**config.mk**
```make
export PLATFORM = sky130hd
export DESIGN_NAME = coin_mem_flat
export DESIGN_NICKNAME = d
export VERILOG_FILES = /design/src/rtl/coin_mem_pkg.sv /design/src/rtl/coin_mem_if.sv /design/src/rtl/coin_mem_edge_det.sv /design/src/rtl/coin_mem.sv /design/src/flat_wrapper.sv
export SDC_FILE = /design/constraint.sdc
export NUM_CORES = 1
export LEC_CHECK = 0
export ABC_AREA = 1
export BUFFER_PORTS_ARGS = -buffer_cell sky130_fd_sc_hd__buf_2
export CAP_MARGIN = 30
export CORE_MARGIN = 2
export CORE_UTILIZATION = 50
export CTS_BUF_LIST = sky130_fd_sc_hd__clkbuf_8
export DETAILED_ROUTE_END_ITERATION = 6
export GPL_TIMING_DRIVEN = 0
export HOLD_SLACK_MARGIN = 0.08
export PLACE_DENSITY_LB_ADDON = 0.12
export SLEW_MARGIN = 20
export SYNTH_ARGS = -nofsm -noshare
export SYNTH_HDL_FRONTEND = slang
export SYNTH_SLANG_ARGS = --single-unit
```
**constraint.sdc**
```tcl
create_clock -name clk -period 4.73 [get_ports clk]
set_input_delay 0.946 -clock clk [delete_from_list [all_inputs] [get_ports clk]]
set_output_delay 0.946 -clock clk [all_outputs]
set_load 0.005 [all_outputs]
```
**src/rtl/coin_mem_pkg.sv**
```systemverilog
// Shared constants for the vending-machine money accumulator:
// coin codes and values, product selects, sales phases and default prices.
package coin_mem_pkg;

  localparam int unsigned COIN_W = 3;
  localparam int unsigned SEL_W  = 2;
  localparam int unsigned ST_W   = 2;
  localparam int unsigned AMT_W  = 8;

  localparam logic [COIN_W-1:0] COIN_1  = 3'b001;
  localparam logic [COIN_W-1:0] COIN_5  = 3'b010;
  localparam logic [COIN_W-1:0] COIN_10 = 3'b100;

  localparam logic [AMT_W-1:0] COIN_VAL_1  = 8'd1;
  localparam logic [AMT_W-1:0] COIN_VAL_5  = 8'd5;
  localparam logic [AMT_W-1:0] COIN_VAL_10 = 8'd10;

  localparam logic [SEL_W-1:0] SEL_A = 2'b10;
  localparam logic [SEL_W-1:0] SEL_B = 2'b01;

  localparam logic [AMT_W-1:0] DEF_PRICE_A = 8'd2;
  localparam logic [AMT_W-1:0] DEF_PRICE_B = 8'd3;

  typedef enum logic [ST_W-1:0] {
    ST_TRADE    = 2'b00,
    ST_HOLD     = 2'b01,
    ST_CLEAR    = 2'b10,
    ST_HOLD_ALT = 2'b11
  } sales_state_e;

  // Face value of a coin code; invalid codes are worth nothing.
  function automatic logic [AMT_W-1:0] coin_value(input logic [COIN_W-1:0] code);
    case (code)
      COIN_1:  coin_value = COIN_VAL_1;
      COIN_5:  coin_value = COIN_VAL_5;
      COIN_10: coin_value = COIN_VAL_10;
      default: coin_value = '0;
    endcase
  endfunction

endpackage

```
**src/rtl/coin_mem_if.sv**
```systemverilog
// Coin/select/phase inputs and money outputs of coin_mem.
interface coin_mem_if;
  import coin_mem_pkg::*;

  logic [SEL_W-1:0]  ab;
  logic [COIN_W-1:0] coin;
  logic [ST_W-1:0]   state;
  logic [AMT_W-1:0]  cost;
  logic [AMT_W-1:0]  left;
  logic              overflow;

  modport master (output ab, coin, state, input cost, left, overflow);
  modport slave  (input ab, coin, state, output cost, left, overflow);

endinterface

```
**src/rtl/coin_mem_edge_det.sv**
```systemverilog
// Change detector: pulses when the input is nonzero and differs from the
// value registered at the previous edge.
module coin_edge_det #(
  parameter int unsigned W = 3
) (
  input  logic         clk,
  input  logic         reset,
  input  logic [W-1:0] d,
  output logic         pulse_c
);

  logic [W-1:0] prev_q;

  always_ff @(posedge clk) begin
    if (reset) prev_q <= '0;
    else       prev_q <= d;
  end

  assign pulse_c = (|d) && (d != prev_q);

endmodule

```
**src/rtl/coin_mem.sv**
```systemverilog
// Money accumulator: running balance and spend from coin/select events.
// Define COIN_MEM_STICKY_OVF_EN to make overflow hold until reset or CLEAR.
module coin_mem
  import coin_mem_pkg::*;
#(
  parameter logic [AMT_W-1:0] PRICE_A = DEF_PRICE_A,
  parameter logic [AMT_W-1:0] PRICE_B = DEF_PRICE_B
) (
  input  logic       clk,
  input  logic       reset,
  coin_mem_if.slave  bus
);

  logic [AMT_W-1:0] cost_q, left_q;
  logic             ovf_q;
  logic [AMT_W-1:0] cost_n, left_n;
  logic             ovf_n;

  logic             coin_pulse_c, sel_pulse_c;
  logic             coin_ev, buy_ev;
  logic [AMT_W-1:0] coin_val, price, bal;
  logic [AMT_W:0]   coin_sum, cost_sum;
  logic             coin_rej, buy_ok, rej;
  sales_state_e     st;

  coin_edge_det #(.W(COIN_W)) u_coin_det (
    .clk(clk), .reset(reset), .d(bus.coin), .pulse_c(coin_pulse_c)
  );

  coin_edge_det #(.W(SEL_W)) u_sel_det (
    .clk(clk), .reset(reset), .d(bus.ab), .pulse_c(sel_pulse_c)
  );

  assign st = sales_state_e'(bus.state);

  // Coin is applied first; the purchase sees the post-coin balance.
  always_comb begin
    coin_val = coin_value(bus.coin);
    price    = '0;
    case (bus.ab)
      SEL_A:   price = PRICE_A;
      SEL_B:   price = PRICE_B;
      default: price = '0;
    endcase

    coin_ev  = coin_pulse_c && (coin_val != '0);
    buy_ev   = sel_pulse_c && (price != '0);
    coin_sum = {1'b0, left_q} + {1'b0, coin_val};
    coin_rej = coin_ev && coin_sum[AMT_W];
    bal      = (coin_ev && !coin_sum[AMT_W]) ? coin_sum[AMT_W-1:0] : left_q;
    buy_ok   = buy_ev && (price <= bal);
    cost_sum = {1'b0, cost_q} + {1'b0, price};
    rej      = coin_rej || (buy_ev && !buy_ok);

    cost_n = cost_q;
    left_n = left_q;
`ifdef COIN_MEM_STICKY_OVF_EN
    ovf_n  = ovf_q;
`else
    ovf_n  = 1'b0;
`endif

    case (st)
      ST_TRADE: begin
        left_n = buy_ok ? AMT_W'(bal - price) : bal;
        if (buy_ok) cost_n = cost_sum[AMT_W] ? '1 : cost_sum[AMT_W-1:0];
        if (rej)    ovf_n  = 1'b1;
      end
      ST_CLEAR: begin
        cost_n = '0;
        left_n = '0;
        ovf_n  = 1'b0;
      end
      default: ;
    endcase
  end

  always_ff @(posedge clk) begin
    if (reset) begin
      cost_q <= '0;
      left_q <= '0;
      ovf_q  <= 1'b0;
    end else begin
      cost_q <= cost_n;
      left_q <= left_n;
      ovf_q  <= ovf_n;
    end
  end

  assign bus.cost     = cost_q;
  assign bus.left     = left_q;
  assign bus.overflow = ovf_q;

endmodule

```
**src/flat_wrapper.sv**
```systemverilog
// flat-port wrapper written by rule: the top's interface ports become plain ports
module coin_mem_flat import coin_mem_pkg::*;
#(
  parameter logic [AMT_W-1:0] PRICE_A = DEF_PRICE_A,
  parameter logic [AMT_W-1:0] PRICE_B = DEF_PRICE_B
)
  (clk, reset, bus_ab, bus_coin, bus_state, bus_cost, bus_left, bus_overflow);
  coin_mem_if bus_i ();
  input  logic clk;
  input  logic reset;
  input wire logic [$bits(bus_i.ab)-1:0] bus_ab;
  input wire logic [$bits(bus_i.coin)-1:0] bus_coin;
  input wire logic [$bits(bus_i.state)-1:0] bus_state;
  output wire logic [$bits(bus_i.cost)-1:0] bus_cost;
  output wire logic [$bits(bus_i.left)-1:0] bus_left;
  output wire logic [$bits(bus_i.overflow)-1:0] bus_overflow;
  assign bus_i.ab = bus_ab;
  assign bus_i.coin = bus_coin;
  assign bus_i.state = bus_state;
  assign bus_cost = bus_i.cost;
  assign bus_left = bus_i.left;
  assign bus_overflow = bus_i.overflow;
  coin_mem #(.PRICE_A(PRICE_A), .PRICE_B(PRICE_B)) u_core (.clk(clk), .reset(reset), .bus(bus_i));
endmodule
```
# Word-level counts from Yosys, hierarchy flattened
# Cells that the tools add are included.
totals:
  output_inout_bits: 17
  word_cells: 47
  ff_bits: 22
  inputBits: 9
op_classes:
  n_reduce_logical: 19
  add_sub_neg: 3
  n_eq_ne: 9
  n_lt_le_gt_ge: 1
  n_mux: 9
  n_bitwise: 1
op_table:
  columns: ["op", "n"]
  rows:
  - ["$mux W8", 4]
  - ["$pmux W8 S2", 2]
  - ["$reduce_bool A8 Y1", 2]
  - ["$pmux W4 S3", 1]
  - ["$add A8 B2 Y9", 1]
  - ["$add A8 B4 Y9", 1]
  - ["$le A2 B8 Y1", 1]
  - ["$logic_and A1 B1 Y1", 8]
  - ["$sub A8 B2 Y8", 1]
  - ["$eq A2 B2 Y1 const B", 2]
  - ["$pmux W2 S2", 1]
  - ["$reduce_or A2 Y1", 2]
  - ["$eq A3 B1 Y1 const B", 1]
  - ["$eq A3 B2 Y1 const B", 1]
  - ["$eq A3 B3 Y1 const B", 1]
  - ["$ne A3 B3 Y1", 1]
  - ["$reduce_or A3 Y1", 1]
  - ["$eq A2 B1 Y1 const B", 1]
  - ["$logic_not A1 Y1", 2]
  - ["$logic_not A2 Y1", 1]
  - ["$ne A2 B1 Y1 const B", 1]
  - ["$ne A2 B2 Y1", 1]
  - ["$reduce_and A2 Y1", 1]
  - ["$reduce_bool A2 Y1", 1]
  - ["other kinds (3)", 3]

# Depth between registers and ports, before layout
depth:
  depth_word: 12
  ltp_mapped: 24
  ltp_nobuf: 23

# Hierarchy
# From an unflattened synthesis, not the netlist that was laid out.
hier_totals:
  hier_cells: 310
  area_unflattened_um2: 1901.8
modules_own_cells:
  columns: ["module", "cells_per_inst", "instances", "area_per_inst_um2", "seq_area_each_um2"]
  rows:
  - ["coin_mem", 275, 1, 1681.6, 340.3]
  - ["coin_edge_det at u_core.u_coin_det", 22, 1, 138.9, 60.1]
  - ["coin_edge_det at u_core.u_sel_det", 13, 1, 81.3, 40.0]

# Worst setup path before layout
# OpenSTA, ideal clock, no wires.
synth_timing:
  path_type: "input-to-reg"
  startpoint: "input port bus_coin[0]"
  endpoint: "register u_core.left_q[6] (netlist: u_core.bus.left[6])"
  setup_time_ns: 0.132
  cell_stages: 20
  setup_slack_ns: 0.701
  required_time_ns: 4.598
  arrival_time_ns: 3.896
  n_path_buf: 1
  path_cell_list: "inv_2 > nand3_1 > nand2_1 > ha_1 > fa_1 > nand3_2 > nand2_2 > nand2_4 > nand3_4 > buf_12 > mux2i_1 > ha_1 > inv_1 > fa_1 > nand3b_2 > nor2_2 > nand3_1 > or2_0 > nand2_1 > a21oi_1"
synth_between:
  elab_chain_cells: 10
synth_rtl:
  columns: ["item", "line_no", "rtl"]
  rows:
  - ["start: declaration", "flat_wrapper.sv:12", "input wire logic [$bits(bus_i.coin)-1:0] bus_coin;"]
  - ["$eq A3 B3 Y1, or another cell as far along", "coin_mem_pkg.sv:33", "case (code)"]
  - ["$pmux W4 S3", "coin_mem_pkg.sv:33", null]
  - ["$add A8 B4 Y9 or $reduce_bool A8 Y1 (tied branches)", "coin_mem.sv:48, coin_mem.sv:46", null]
  - ["$logic_not A1 Y1 or $logic_and A1 B1 Y1 (tied branches)", "coin_mem.sv:50, coin_mem.sv:46", null]
  - ["$logic_and A1 B1 Y1", "coin_mem.sv:50", "bal = (coin_ev && !coin_sum[AMT_W]) ? coin_sum[AMT_W-1:0] : left_q;"]
  - ["$mux W8 (*)", "coin_mem.sv:50", null]
  - ["$le A2 B8 Y1", "coin_mem.sv:51", "buy_ok = buy_ev && (price <= bal);"]
  - ["$logic_and A1 B1 Y1", "coin_mem.sv:51", null]
  - ["$mux W8 (*)", "coin_mem.sv:65", "left_n = buy_ok ? AMT_W'(bal - price) : bal;"]
  - ["$pmux W8 S2 (*)", "coin_mem.sv:63", "case (st)"]
  - ["end signal: assignment", "coin_mem.sv:85", "left_q <= left_n;"]
  - ["end: declaration", "coin_mem.sv:14", "logic [AMT_W-1:0] cost_q, left_q;"]
# Mark *: on every way between the ends. The rest lies on a longest branch, timed or not.
# A chain may end at the register's enable or synchronous reset.

# Final worst setup path
layout_timing:
  startpoint: "input port bus_coin[0]"
  endpoint: "register u_core.left_q[4] (netlist: u_core.bus.left[4])"
# The elaborated chain is that of the path after synthesis.

==> metrics.cfg <==
[floorplan]
initial_core_util_pct = 53.4
placeableCoreArea_sq_um = 3740
floorplan.rows = 22
io_pins = 26
dieWidth_um = 67.3
die-area_sq_um = 4520
fp.dieH_um = 67.3

[yosys]
synth_most_common_cell = nand2_1
synth_area_per_cell_sq_um = 6.52
synth_seq_area_share_pct = 22.0
synthCells = 307
synth_seq_cells = 22
synth_fp_nets = 329
number_of_enable_flip_flop_cells_after_synthesis = 0
most_used_flip_flop_cell_after_synthesis = dfxtp_1
yosysTopAreaCell = dfxtp_1
yosys_warnings = 0
post_synth_main_area_contributors = dfxtp_1, nand2_1, inv_1
synth_top_cells_by_count = nand2_1, inv_1, nand3_1, dfxtp_1
synth-async-reset-ratio_pct = 0
ys_types = 33
netlist_area_sq_um = 2000
netlist.area_leader.share_pct = 22.0

[route]
drt-vias-per-instance = 5.05
remaining_drc_errors = 0
initialDrtViolationCount = 98
drt.antenna.violating_nets = 0
wl_per_cell_um = 11.7
totalWireLength_mm = 4.47
drt-pass1-iter-count = 6
detailroute.via_count = 1934

[placement]
dp_hpwl_mm = 3.56
place.gp.congestion = 0.890
post-place-cells = 379
dp_slack_ps = 144
port_buffers = 24

[sta]
unrepaired_setup_endpoints_after_global_routing = no
timing.final.ws_setup_ps = 418
setup_violations = 0
final_max_slew_viol_count = 0
worst_clock_skew_ps = 7.32
finalSetupTns_ps = 0
max_slew.worst_pin.slew_ps = 694
maxClockFrequency_mhz = 232
final_period_minus_worst_setup_slack_ps = 4310
report.final.hold_viol_count = 0
worst_hold_slack_ps = 500
final_critical_path_share_of_the_clock_period_pct = 91.2
slew_headroom_pct = 53.6

[grt]
grt.overflow.total = 0
first_global_vias = 1755
grt_pass1_wl_mm = 7.78
grtUsageTotal_pct = 22.0
grt_antenna_before_repair = 0
grt_max_degree = 14

[layout]
number_of_antenna_repair_diodes = 0
post_route_cells_drive_above_1_share_pct = 19.4
fin_cells = 383
area_delta_synth_final_pct = 12.6
finalNetCount = 358

[power_and_ir_drop]
power.switching_uw = 189
power.sequential.fraction_pct = 35.3
cell_internal_pwr_uw = 370
switching_share_pct = 33.8
power.clock.fraction_pct = 32.4
ir_worst_vdd_v = 0.000271
finalPower_uw = 558
logic_gate_share_of_total_power_pct = 32.3
cellPowerDensity_nw_per_um2 = 248
static-leakage-power_nw = 1.17

[critical_path]
path_max_fanout = 10
cp-start-kind = input pin
critPathRequiredTime_ps = 4930
worst-endpoint-arrival_ps = 4510
path_class = in -> reg
timing.critical_path.to_type = flop

[worst_hold_path]
hp-class = reg -> reg

[clocking]
htree_levels = 1
cts_buffers = 3
cts_hold_buf = 0
postCtsResizedCells = 0
cts_post_setup_buffers_inserted = 0
register_clock_pin_slew_on_the_reported_worst_setup_and_hold_paths_ps = 80
numClockSinks = 22
cts_tree = built
clock_latency_of_the_later_clocked_register_in_the_worst_skew_pair_ps = 270
cts-root-to-sink-buffers = 2
clk_root_buffer_cell = clkbuf_8

[outcome]
status = finished clean

[run]
maxCapViolCount = 0

metrics by stage:
stage	util (%)	area (sq um)
final	60.2	2250
after global routing	60.2	2250
after CTS	60.2	2250
after detailed placement	58.3	2180
after global placement	58.3	2180
after floorplan	-	2000
placed cells by master (no fill, tap or decap), types with 4 or more instances in the layout:
master	netlist	final
o21ai_0	5	5
nand2_2	7	7
inv_2	4	4
nor2_1	18	18
buf_2	1	25
xnor2_1	5	5
nand3_1	29	29
ha_1	10	10
nand4_1	10	10
nand2_1	98	98
dfxtp_1	22	22
a21oi_1	18	18
nor2_2	4	4
nand2_4	7	7
inv_1	39	39
power groups by stage:
stage / logic (mW) / registers (mW) / clock network (mW)
after floorplan: 0.142 / 0.201 / 0
after global placement: 0.175 / 0.202 / 0
after detailed placement: 0.178 / 0.202 / 0
after CTS: 0.179 / 0.197 / 0.183
after global routing: 0.201 / 0.198 / 0.189
final: 0.180 / 0.197 / 0.181
state kept, by name, summed over array words and instances, names as in the netlist:
signal and cells:
u_core.bus.left 8, u_core.bus.overflow 1, u_core.u_coin_det.prev_q 3, u_core.bus.cost 8, u_core.u_sel_det.prev_q 2
cell type report:
type	instances	area, sq um
Fill cell	390	1490
Multi-Input combinational cell	236	1360
Sequential cell	22	440
Inverter	44	165
Timing Repair Buffer	24	120
Tap cell	48	60.1
Clock buffer	3	41.3
Buffer	5	36.3
Clock inverter	1	30.0
worst paths after layout:
kind | from | to | slack [ps] | cells past startpoint
hold / removal | u_core.bus.cost[5]$_SDFFE_PP0P_ | u_core.bus.cost[5]$_SDFFE_PP0P_ | 500 | 2
setup / recovery | bus_coin[0] | u_core.bus.left[4]$_SDFFE_PP0P_ | 420 | 23
hold reg to reg | u_core.bus.cost[5]$_SDFFE_PP0P_ | u_core.bus.cost[5]$_SDFFE_PP0P_ | 500 | 2
setup reg to reg | u_core.bus.left[0]$_SDFFE_PP0P_ | u_core.bus.left[4]$_SDFFE_PP0P_ | 1140 | 19
cells by family (layout without fill, tap and decap cells):
| logic type | count (synthesis) | in the layout | synth area share (%) |
|---|---|---|---|
| compound gates | 28 | 28 | 7.75 |
| xor+xnor | 8 | 8 | 3.50 |
| flops | 22 | 22 | 22.0 |
| fa+ha+maj | 13 | 13 | 9.26 |
| simple gates | 186 | 186 | 46.9 |
| buf+inv | 49 | 77 | 10.1 |
| mux | 1 | 1 | 0.500 |
critical path, stage by stage:
cell	delay, ps
buf_2	120
inv_2	50
nand3_1	160
nand2_1	80
ha_1	230
fa_1	450
nand3_2	120
nand2_2	90
nand2_4	100
nand3_4	100
buf_12	160
mux2i_1	240
ha_1	200
inv_1	60
fa_1	420
nand3b_2	260
nor2_2	160
nand2_4	100
nand2_8	100
nand2_1	60
nand2_1	60
nand2_1	60
a21oi_1	150
metal layers:
| layer | global-route usage (%) | up-vias | routed length (um) |
|---|---|---|---|
| met4 | 2.55 | 0 | 11 |
| met3 | 3.50 | 2 | 148 |
| met1 | 29.7 | 869 | 2290 |
| met2 | 38.0 | 33 | 2030 |
| met5 | 0 | - | 0 |
| li1 | - | 1030 | - |
Power figures use the tool's default switching activity.
